`src/rtl/imem_boot_loader_pkg.sv`:
```
// Shared types and constants for the instruction-memory boot loader.
// Imported by the interface-facing top and the byte packer.
package imem_boot_loader_pkg;

  typedef enum logic [1:0] {
    IDLE,
    LOAD,
    RUN,
    ERROR
  } state_e;

  localparam int LANES = 4;

  localparam logic [31:0] BASE_ADDR_DEF = 32'h0000_0000;

  // Drop byte b into byte lane `lane` of word w.
  function automatic logic [31:0] lane_insert(
    logic [31:0] w,
    logic [1:0]  lane,
    logic [7:0]  b
  );
    logic [31:0] r;
    r = w;
    r[{lane, 3'b000} +: 8] = b;
    return r;
  endfunction

endpackage

```
`src/rtl/imem_boot_loader_if.sv`:
```
// Byte-stream, imem write port and core-control signals of the loader.
// master = byte source / core side, slave = loader.
interface imem_boot_loader_if #(
  parameter int IDX_W = 8
);

  logic             loadReq;
  logic [IDX_W:0]   wordCount;
  logic             byteValid;
  logic [7:0]       byteData;
  logic             byteReady;
  logic             imemWrEn;
  logic [31:0]      imemWrAddr;
  logic [31:0]      imemWrData;
  logic             tbStart;
  logic [31:0]      initInstAddr;
  logic             busy;
  logic             done;
  logic             error;

  modport master (
    output loadReq,
    output wordCount,
    output byteValid,
    output byteData,
    input  byteReady,
    input  imemWrEn,
    input  imemWrAddr,
    input  imemWrData,
    input  tbStart,
    input  initInstAddr,
    input  busy,
    input  done,
    input  error
  );

  modport slave (
    input  loadReq,
    input  wordCount,
    input  byteValid,
    input  byteData,
    output byteReady,
    output imemWrEn,
    output imemWrAddr,
    output imemWrData,
    output tbStart,
    output initInstAddr,
    output busy,
    output done,
    output error
  );

endinterface

```
`src/rtl/imem_boot_loader_byte_packer.sv`:
```
// Little-endian byte-to-word packer: lane counter plus partial word.
// word/word_done are combinational so the 4th byte needs no bubble.
module imem_boot_loader_byte_packer
  import imem_boot_loader_pkg::*;
(
  input  logic        clk,
  input  logic        rst,
  input  logic        clear,
  input  logic        accept,
  input  logic [7:0]  byte_in,
  output logic [31:0] word,
  output logic        word_done
);

  logic [1:0]  lane_q, lane_d;
  logic [31:0] acc_q, acc_d;

  // Insert the incoming byte and advance the lane, wrapping 3->0.
  always_comb begin
    lane_d    = lane_q;
    acc_d     = acc_q;
    word      = lane_insert(acc_q, lane_q, byte_in);
    word_done = accept && (lane_q == 2'(LANES - 1));
    if (clear) begin
      lane_d = '0;
      acc_d  = '0;
    end else if (accept) begin
      lane_d = lane_q + 2'd1;
      acc_d  = word_done ? '0 : word;
    end
  end

  // Lane and partial-word registers.
  always_ff @(posedge clk) begin
    if (rst) begin
      lane_q <= '0;
      acc_q  <= '0;
    end else begin
      lane_q <= lane_d;
      acc_q  <= acc_d;
    end
  end

endmodule

```
`src/rtl/imem_boot_loader.sv`:
```
// Loads a byte stream into imem as words, then starts the core.
// Optional checksum phase and ERROR state: define IMEM_BOOT_CHECKSUM_EN.
module imem_boot_loader
  import imem_boot_loader_pkg::*;
#(
  parameter logic [31:0] BASE_ADDR = BASE_ADDR_DEF,
  parameter int          IDX_W     = 8
) (
  input  logic               clk,
  input  logic               rst,
  imem_boot_loader_if.slave  bus
);

  localparam int CW = IDX_W + 1;
  localparam logic [CW-1:0] MAX_WORDS = CW'(1 << IDX_W);

  state_e           state_q, state_d;
  logic [CW-1:0]    cnt_q, cnt_d;
  logic [IDX_W-1:0] idx_q, idx_d;
  logic             wr_en_q, wr_en_d;
  logic [31:0]      wr_addr_q, wr_addr_d;
  logic [31:0]      wr_data_q, wr_data_d;
  logic             run_q, run_d;
`ifdef IMEM_BOOT_CHECKSUM_EN
  logic [31:0]      sum_q, sum_d;
  logic             chk_q, chk_d;
`endif

  logic             start;
  logic             emit;
  logic             accept;
  logic             last_word;
  logic             word_done;
  logic [31:0]      pk_word;
  logic [CW-1:0]    wc_sat;

  assign accept    = bus.byteValid && bus.byteReady;
  assign wc_sat    = (bus.wordCount > MAX_WORDS) ?
                     MAX_WORDS : bus.wordCount;
  assign last_word = ({1'b0, idx_q} == cnt_q - CW'(1));

  imem_boot_loader_byte_packer u_packer (
    .clk       (clk),
    .rst       (rst),
    .clear     (start),
    .accept    (accept),
    .byte_in   (bus.byteData),
    .word      (pk_word),
    .word_done (word_done)
  );

  // Next state, write port and run-enable; a taken loadReq always
  // drops tbStart for at least one cycle.
  always_comb begin
    state_d   = state_q;
    cnt_d     = cnt_q;
    idx_d     = idx_q;
    wr_en_d   = 1'b0;
    wr_addr_d = wr_addr_q;
    wr_data_d = wr_data_q;
    start     = 1'b0;
    emit      = 1'b0;
`ifdef IMEM_BOOT_CHECKSUM_EN
    sum_d     = sum_q;
    chk_d     = chk_q;
`endif
    unique case (state_q)
      IDLE, RUN, ERROR: begin
        if (bus.loadReq) begin
          start = 1'b1;
          cnt_d = wc_sat;
          idx_d = '0;
`ifdef IMEM_BOOT_CHECKSUM_EN
          sum_d   = '0;
          chk_d   = (wc_sat == '0);
          state_d = LOAD;
`else
          state_d = (wc_sat == '0) ? RUN : LOAD;
`endif
        end
      end
      LOAD: begin
        if (word_done) begin
`ifdef IMEM_BOOT_CHECKSUM_EN
          if (chk_q) begin
            state_d = (pk_word == sum_q) ? RUN : ERROR;
          end else begin
            emit = 1'b1;
          end
`else
          emit = 1'b1;
`endif
        end
      end
      default: state_d = IDLE;
    endcase

    if (emit) begin
      wr_en_d   = 1'b1;
      wr_addr_d = BASE_ADDR + 32'({idx_q, 2'b00});
      wr_data_d = pk_word;
`ifdef IMEM_BOOT_CHECKSUM_EN
      sum_d     = sum_q + pk_word;
`endif
      if (last_word) begin
`ifdef IMEM_BOOT_CHECKSUM_EN
        chk_d   = 1'b1;
`else
        state_d = RUN;
`endif
      end else begin
        idx_d = idx_q + 1'b1;
      end
    end

    run_d = (state_q == RUN) && (state_d == RUN) && !start;
  end

  // State and output registers.
  always_ff @(posedge clk) begin
    if (rst) begin
      state_q   <= IDLE;
      cnt_q     <= '0;
      idx_q     <= '0;
      wr_en_q   <= 1'b0;
      wr_addr_q <= BASE_ADDR;
      wr_data_q <= '0;
      run_q     <= 1'b0;
`ifdef IMEM_BOOT_CHECKSUM_EN
      sum_q     <= '0;
      chk_q     <= 1'b0;
`endif
    end else begin
      state_q   <= state_d;
      cnt_q     <= cnt_d;
      idx_q     <= idx_d;
      wr_en_q   <= wr_en_d;
      wr_addr_q <= wr_addr_d;
      wr_data_q <= wr_data_d;
      run_q     <= run_d;
`ifdef IMEM_BOOT_CHECKSUM_EN
      sum_q     <= sum_d;
      chk_q     <= chk_d;
`endif
    end
  end

  assign bus.byteReady    = (state_q == LOAD);
  assign bus.busy         = (state_q == LOAD);
  assign bus.imemWrEn     = wr_en_q;
  assign bus.imemWrAddr   = wr_addr_q;
  assign bus.imemWrData   = wr_data_q;
  assign bus.tbStart      = run_q;
  assign bus.done         = run_q;
  assign bus.initInstAddr = BASE_ADDR;
`ifdef IMEM_BOOT_CHECKSUM_EN
  assign bus.error        = (state_q == ERROR);
`else
  assign bus.error        = 1'b0;
`endif

endmodule

```
`src/flat_wrapper.sv`:
```
// flat-port wrapper written by rule: the top's interface ports become plain ports
module imem_boot_loader_flat import imem_boot_loader_pkg::*;
#(
  parameter logic [31:0] BASE_ADDR = BASE_ADDR_DEF,
  parameter int          IDX_W     = 8
)
  (clk, rst, bus_loadReq, bus_wordCount, bus_byteValid, bus_byteData, bus_byteReady, bus_imemWrEn, bus_imemWrAddr, bus_imemWrData, bus_tbStart, bus_initInstAddr, bus_busy, bus_done, bus_error);
  imem_boot_loader_if #(.IDX_W(IDX_W)) bus_i ();
  input  logic clk;
  input  logic rst;
  input wire logic [$bits(bus_i.loadReq)-1:0] bus_loadReq;
  input wire logic [$bits(bus_i.wordCount)-1:0] bus_wordCount;
  input wire logic [$bits(bus_i.byteValid)-1:0] bus_byteValid;
  input wire logic [$bits(bus_i.byteData)-1:0] bus_byteData;
  output wire logic [$bits(bus_i.byteReady)-1:0] bus_byteReady;
  output wire logic [$bits(bus_i.imemWrEn)-1:0] bus_imemWrEn;
  output wire logic [$bits(bus_i.imemWrAddr)-1:0] bus_imemWrAddr;
  output wire logic [$bits(bus_i.imemWrData)-1:0] bus_imemWrData;
  output wire logic [$bits(bus_i.tbStart)-1:0] bus_tbStart;
  output wire logic [$bits(bus_i.initInstAddr)-1:0] bus_initInstAddr;
  output wire logic [$bits(bus_i.busy)-1:0] bus_busy;
  output wire logic [$bits(bus_i.done)-1:0] bus_done;
  output wire logic [$bits(bus_i.error)-1:0] bus_error;
  assign bus_i.loadReq = bus_loadReq;
  assign bus_i.wordCount = bus_wordCount;
  assign bus_i.byteValid = bus_byteValid;
  assign bus_i.byteData = bus_byteData;
  assign bus_byteReady = bus_i.byteReady;
  assign bus_imemWrEn = bus_i.imemWrEn;
  assign bus_imemWrAddr = bus_i.imemWrAddr;
  assign bus_imemWrData = bus_i.imemWrData;
  assign bus_tbStart = bus_i.tbStart;
  assign bus_initInstAddr = bus_i.initInstAddr;
  assign bus_busy = bus_i.busy;
  assign bus_done = bus_i.done;
  assign bus_error = bus_i.error;
  imem_boot_loader #(.BASE_ADDR(BASE_ADDR), .IDX_W(IDX_W)) u_core (.clk(clk), .rst(rst), .bus(bus_i));
endmodule
```
`config.mk`:
```
export PLATFORM = sky130hd
export DESIGN_NAME = imem_boot_loader_flat
export DESIGN_NICKNAME = d
export VERILOG_FILES = /design/src/rtl/imem_boot_loader_pkg.sv /design/src/rtl/imem_boot_loader_if.sv /design/src/rtl/imem_boot_loader_byte_packer.sv /design/src/rtl/imem_boot_loader.sv /design/src/flat_wrapper.sv
export SDC_FILE = /design/constraint.sdc
export NUM_CORES = 1
export LEC_CHECK = 0
export CAP_MARGIN = 5
export CORE_MARGIN = 8
export CORE_UTILIZATION = 45
export DETAILED_ROUTE_END_ITERATION = 8
export PLACE_DENSITY_LB_ADDON = 0.05
export RECOVER_POWER = 50
export SYNTH_ARGS = -nofsm -noshare
export SYNTH_HDL_FRONTEND = slang
export SYNTH_SLANG_ARGS = --single-unit
```
`constraint.sdc`:
```
create_clock -name clk -period 3.51 [get_ports clk]
set_input_delay 0.5265 -clock clk [delete_from_list [all_inputs] [get_ports clk]]
set_output_delay 0.5265 -clock clk [all_outputs]
set_load 0.05 [all_outputs]
```
==> results of run 1 <==
[cells by family (layout without fill, tap and decap cells)]
family | count (synthesis) | in the layout | synth area share (%)
xor+xnor | 11 | 11 | 2.08
simple gates | 238 | 238 | 23.0
buf+inv | 124 | 119 | 15.0
fa+ha+maj | 8 | 8 | 2.16
flops | 95 | 95 | 41.1
mux | 2 | 2 | 0.459
compound gates | 110 | 110 | 16.1
other cells | 1 | 57 | 0.0810
[final timing paths]
path	depth (start not counted)	from	slack [ns]	end
worst max-delay path	5	bus_loadReq	0.75	u_core.cnt_q[1]
worst min-delay path	2	u_core.bus.imemWrAddr[6]	0.45	u_core.bus.imemWrAddr[6]
worst max register to register	5	u_core.state_q[0]	0.90	u_core.cnt_q[1]
worst min register to register	2	u_core.bus.imemWrAddr[6]	0.45	u_core.bus.imemWrAddr[6]
[power by group through the flow]
| stage | Clock, mW | Combinational (mW) | Sequential (mW) |
|---|---|---|---|
| final | 0.777 | 0.296 | 1.09 |
| after global routing | 0.834 | 0.316 | 1.10 |
| after CTS | 0.796 | 0.294 | 1.09 |
| after detailed placement | 0 | 0.294 | 1.12 |
| after global placement | 0 | 0.292 | 1.12 |
| after floorplan | 0 | 0.288 | 1.12 |
[sequential cells by signal, indices dropped and copies added (netlist names)]
register	count
u_core.state_q	2
u_core.bus.imemWrAddr	8
u_core.bus.done	1
u_core.u_packer.acc_q	32
u_core.bus.imemWrEn	1
u_core.u_packer.lane_q	2
u_core.idx_q	8
u_core.cnt_q	9
u_core.bus.imemWrData	32
[per-layer routing]
metal	GRT usage, %	part of all wire (%)	vias up
li1	-	-	1951
met1	19.7	43	1789
met2	27.3	48	119
met3	4.60	7.1	18
met4	7.14	2.0	0
met5	0	0	-
[cells in the final DEF (no fill, tap or decap), drive strengths merged, types with 2 or more instances in the layout]
cell type / netlist / routed
and2: 2 / 2
clkdlybuf4s50: 0 / 19
o21a: 2 / 2
ha: 8 / 8
or3: 3 / 3
conb: 1 / 57
inv: 29 / 29
buf: 62 / 8
clkinvlp: 0 / 2
dlygate4sd3: 0 / 45
bufinv: 0 / 2
a22o: 14 / 14
nor2b: 5 / 5
clkbuf: 32 / 12
a221o: 4 / 4
nand3: 4 / 4
xor2: 5 / 5
nand2b: 3 / 3
a21oi: 22 / 22
dfxtp: 95 / 95
xnor2: 6 / 6
clkinv: 1 / 2
nor2: 108 / 108
nor3b: 4 / 4
a31oi: 3 / 3
and3b: 2 / 2
a22oi: 32 / 32
nand2: 57 / 57
o21ai: 27 / 27
nor3: 36 / 36
nor4: 5 / 5
[final cells by class]
type,count,area (sq um),share of cell area [%]
repair buffers,74,707,13.2
multi-input cells,426,2240,41.9
clock buffers,10,128,2.39
inverters,30,113,2.11
well taps,136,170,3.18
flip-flops and latches,95,1900,35.6
clock inverters,5,83.8,1.57
[stage by stage]
stage | setup slack (ns) | cell area (sq um) | hold WS (ns) | utilization, %
5_1_grt | 0.520 | 5350 | 0.484 | 52.7
2_1_floorplan | 1.28 | 4840 | 0.429 | -
3_5_place_dp | 0.959 | 5140 | 0.448 | 50.7
3_3_place_gp | 0.996 | 5140 | 0.443 | 50.7
4_1_cts | 0.941 | 5350 | 0.460 | 52.8
6_report | 0.752 | 5350 | 0.454 | 52.7
[worst min-delay path, cell delays in order (launching register included)]
cell,delay [ns]
sky130_fd_sc_hd__dfxtp_1,0.31
sky130_fd_sc_hd__nand2_1,0.05
sky130_fd_sc_hd__a21oi_1,0.05
==> impl_metrics.toml, run 1 <==
[floorplanning]
die_area_sq_mm = 0.0138
std_cell_rows = 37
area_of_the_core_sq_mm = 0.0101
i_o_pins = 123
die_h_microns = 117
die_x_microns = 117
effective_utilization_at_floorplan_pct = 45.7

[clock_network]
post_cts_buffers = 0
cts_made_buffers = 9
postCtsResizedCells = 0
cts_tree = "yes"
clk-insertion-delay-late_ns = 0.36
cell_chosen_for_the_clock_root = "sky130_fd_sc_hd__clkbuf_8"
hold_buffers = 0
cts.htree.levels = 3
cts.sink_count = 95
cts_buffer_depth = 2
path_clk_slew_ns = 0.09

[power_and_ir_drop]
leakagePower_nw = 2.13
sw_frac_of_total_pct = 28.8
comb_power_share_pct = 13.7
power.clock.fraction_pct = 35.9
net-switching-power_mw = 0.624
powerDensity_mw_per_mm2 = 406
vdd_ir_drop_max_mv = 0.162
power.total_mw = 2.17
pwr-share-seq_pct = 50.5
intPower_mw = 1.54

[logic_synthesis]
synth_edf_count = 0
ys_warn_count = 0
synth.top_cells.by_count = "sky130_fd_sc_hd__nor2_1 (108), sky130_fd_sc_hd__dfxtp_1 (95), sky130_fd_sc_hd__buf_4 (59)"
yosysTopAreaCell = "sky130_fd_sc_hd__dfxtp_1"
async_flop_share_pct = 0
synth_cells = 589
mean_post_synth_cell_area_sq_um = 7.86
post_synth_num_cell_types = 50
synth_area_sq_mm = 0.00463
synth_top_area_share_pct = 41.1
synth-seq-area-share_pct = 41.1
ys_ff_latch = 95
ys_dominant_reg_cell = "sky130_fd_sc_hd__dfxtp_1"
yosysMostFrequentCell = "sky130_fd_sc_hd__nor2_1"
synth.top_cells.by_area = "sky130_fd_sc_hd__dfxtp_1 (41%), sky130_fd_sc_hd__buf_4 (9.6%), sky130_fd_sc_hd__nor2_1 (8.8%)"

[drt]
vias_per_cell = 5.00
first_pass_iteration_count_of_the_detailed_router = 4
wl_per_instance_microns = 14.9
drt-initial-drc-count = 307
detailroute.via_count = 3877
wirelength_microns = 11600
drt.antenna.violating_nets = 0
detail_route.drc_violations = 0

[setup_path]
cp_data_arrival_time_ns = 2.94
timing.critical_path.mode_cell = "sky130_fd_sc_hd__nand2b_1"
number_of_buffers_and_inverters_on_the_critical_path = 2
critPathMaxStageDelay_ns = 1.22
critical_path_class = "in -> reg"
cpMaxStageDelayCell = "sky130_fd_sc_hd__clkbuf_1"
startpoint_type = "input port"
critical_path.endpoint_type = "flop"
cell_chain_of_the_critical_path = "dlygate4sd3_1 -> nand2b_1 -> nand2b_1 -> clkbuf_1 -> o21ai_0"
cp_top_family = "buffers and inverters"
required_arrival_time_at_the_worst_endpoint_ns = 3.69
timing.critical_path.fanout_max = 35

[global_route]
grt_pass1_wl_microns = 19200
number_of_antenna_violations_at_the_first_check_in_global_routing = 0
global_route_usage_sum_pct = 16.5
global_route.overflow_total = 0
maximum_number_of_pins_on_one_net_before_global_route_repair = 42
grt_pass1_vias = 3881

[sta]
final_min_period_over_clock_period_pct = 78.6
clock_skew_ns = 0.0110
accumulated_negative_setup_slack_ns = 0
drv_slew = 36
tightestPinTransition_ns = 1.67
timing.final.crit_period_ns = 2.76
timing.max_slew.rel_slack_pct = -11.3
timing.final.setup_violations = 0
final_hold_viol_count = 0
fmax_mhz = 363
grt_setup_unrepaired = "false"

[placed_design]
dp_hpwl_microns = 8160
placement.io_buffers = 65
placed_instance_count = 761
globalplace.congestion = 0.866

[finish]
insertedDiodeCount = 0
area_growth_pct = 15.5
stdcell_count = 776
drive_above_1_share_pct = 5.00
fill_cells = 956
finish.net_count = 665

[worst_hold_path]
min-delay-path-class = "reg -> reg"

[status]
violations = "capacitance limit, slew limit"
run_status = "finished, violations left"

[run]
max_cap_viol_count = 1
Power figures use the tool's default switching activity.
==> inputs of run 2 (changes only) <==
==> constraint.sdc (replaced) <==
create_clock -name clk -period 2.8 [get_ports clk]
set_input_delay 0.42 -clock clk [delete_from_list [all_inputs] [get_ports clk]]
set_output_delay 0.42 -clock clk [all_outputs]
set_load 0.05 [all_outputs]
==> run 2 against run 1 <==
Routed wire length decreased by 0.80%. Critical path type is now reg -> reg. Worst setup slack got worse by 0.41 ns. Critical path depth increased by 2. Largest cell class unchanged. Register-to-register slack got worse by 0.56 ns. Cell area decreased by 0.49%. Worst hold slack improved by 0.0022 ns. Sequential power increased by 26%. Sequential cell count unchanged. The run now ends clean. Critical endpoint is now u_core.idx_q[3]. Via count decreased by 0.31%.
==> impl_metrics.toml, run 2 (synthesized netlist as in run 1, its figures left out) <==
[sta]
final_hold_viol_count = 0
grt_setup_unrepaired = "false"
tightestPinTransition_ns = 0.902
timing.final.crit_period_ns = 2.46
clock_skew_ns = 0.0109
final_min_period_over_clock_period_pct = 87.9
accumulated_negative_setup_slack_ns = 0
timing.final.setup_violations = 0
fmax_mhz = 406
timing.max_slew.rel_slack_pct = 39.9
drv_slew = 0

[placed_design]
placement.io_buffers = 65
globalplace.congestion = 0.871
placed_instance_count = 761
dp_hpwl_microns = 8010

[drt]
detailroute.via_count = 3865
wl_per_instance_microns = 14.8
drt-initial-drc-count = 283
wirelength_microns = 11500
detail_route.drc_violations = 0
first_pass_iteration_count_of_the_detailed_router = 5
vias_per_cell = 4.97
drt.antenna.violating_nets = 0

[floorplanning]
area_of_the_core_sq_mm = 0.0101
die_area_sq_mm = 0.0138
effective_utilization_at_floorplan_pct = 45.7
std_cell_rows = 37
die_x_microns = 117
i_o_pins = 123
die_h_microns = 117

[clock_network]
clk-insertion-delay-late_ns = 0.36
cts_made_buffers = 9
hold_buffers = 0
postCtsResizedCells = 0
cts_tree = "yes"
cts_buffer_depth = 2
cell_chosen_for_the_clock_root = "sky130_fd_sc_hd__clkbuf_8"
cts.htree.levels = 3
path_clk_slew_ns = 0.09
post_cts_buffers = 0
cts.sink_count = 95

[finish]
area_growth_pct = 14.9
drive_above_1_share_pct = 5.30
most-common-layout-cells = "sky130_fd_sc_hd__nor2_1 (108), sky130_fd_sc_hd__dfxtp_1 (95), sky130_fd_sc_hd__nand2_1 (57), sky130_fd_sc_hd__conb_1 (57), sky130_fd_sc_hd__dlygate4sd3_1 (45)"
insertedDiodeCount = 0
fill_cells = 998
seqCellArea_sq_mm = 0.00190
multi_input_area_sq_mm = 0.00224
most_common_cell_after_layout_fill_and_taps_aside = "sky130_fd_sc_hd__nor2_1"
stdcell_count = 777
finish.net_count = 665
finalCoreUtilization_pct = 52.5

[power_and_ir_drop]
powerDensity_mw_per_mm2 = 489
leakagePower_nw = 2.12
vdd_ir_drop_max_mv = 0.260

[setup_path]
cp_data_arrival_time_ns = 2.71
critical_path_class = "reg -> reg"
critical_path.endpoint_type = "flop"
required_arrival_time_at_the_worst_endpoint_ns = 3.05
startpoint_type = "flop"
timing.critical_path.fanout_max = 7

[worst_hold_path]
min-delay-path-class = "reg -> reg"

[global_route]
grt_pass1_wl_microns = 19100
global_route.overflow_total = 0
grt_pass1_vias = 3763
maximum_number_of_pins_on_one_net_before_global_route_repair = 42
global_route_usage_sum_pct = 16.3
number_of_antenna_violations_at_the_first_check_in_global_routing = 0

[run]
max_cap_viol_count = 0

[status]
run_status = "finished clean"
run 2: cell types whose count changed in the layout (fill, tap and decap cells not counted), sizes merged:
| cell | change |
|---|---|
| bufinv | -2 |
| clkbuf | +2 |
| inv | +1 |
run 2: layout make-up:
cell class / count / share of cell area (%)
Inverter: 30 / 2.12
Multi-Input combinational cell: 426 / 42.2
Sequential cell: 95 / 35.8
Clock inverter: 4 / 0.541
Timing Repair Buffer: 74 / 13.3
Clock buffer: 12 / 2.92
Tap cell: 136 / 3.20
run 2: where the power goes:
group          switching [mW]  internal (mW)  total (mW)
clock                   0.480          0.374       0.854
combinational           0.297         0.0765       0.374
sequential             0.0116           1.36        1.37
total                   0.789           1.81        2.60
run 2: metrics by stage:
stage | total power [mW] | cell area (sq um) | hold WS [ns] | setup WS (ns)
floorplan | 1.76 | 4840 | 0.429 | 0.567
global placement | 1.77 | 5140 | 0.442 | 0.398
detailed placement | 1.77 | 5140 | 0.448 | 0.359
CTS | 2.63 | 5320 | 0.461 | 0.356
global route | 2.71 | 5320 | 0.474 | 0.127
finish | 2.60 | 5320 | 0.456 | 0.340
run 2: final timing paths:
path	start	endpoint	slack [ns]	cells past startpoint
worst max register to register	u_core.cnt_q[0]	u_core.idx_q[3]	0.34	7
worst max-delay path	u_core.cnt_q[0]	u_core.idx_q[3]	0.34	7
worst min-delay path	u_core.bus.imemWrAddr[2]	u_core.bus.imemWrAddr[2]	0.46	2
worst min register to register	u_core.bus.imemWrAddr[2]	u_core.bus.imemWrAddr[2]	0.46	2
run 2: critical path: stages (launching register included):
cell                        delay, ns
sky130_fd_sc_hd__dfxtp_1         0.42
sky130_fd_sc_hd__inv_1           0.07
sky130_fd_sc_hd__ha_1            0.27
sky130_fd_sc_hd__a31o_2          0.22
sky130_fd_sc_hd__a2111oi_0       0.52
sky130_fd_sc_hd__and3_1          0.43
sky130_fd_sc_hd__a21boi_4        0.13
sky130_fd_sc_hd__a221o_1         0.31
run 2: routing by layer:
metal | vias up | wire length [microns] | GRT usage (%) | part of all wire [%]
met4 | 0 | 91 | 3.73 | 0.79
met1 | 1821 | 5030 | 19.6 | 44
met3 | 6 | 712 | 5.28 | 6.2
met2 | 89 | 5640 | 27.7 | 49
li1 | 1949 | - | - | -
met5 | - | 0 | 0 | 0
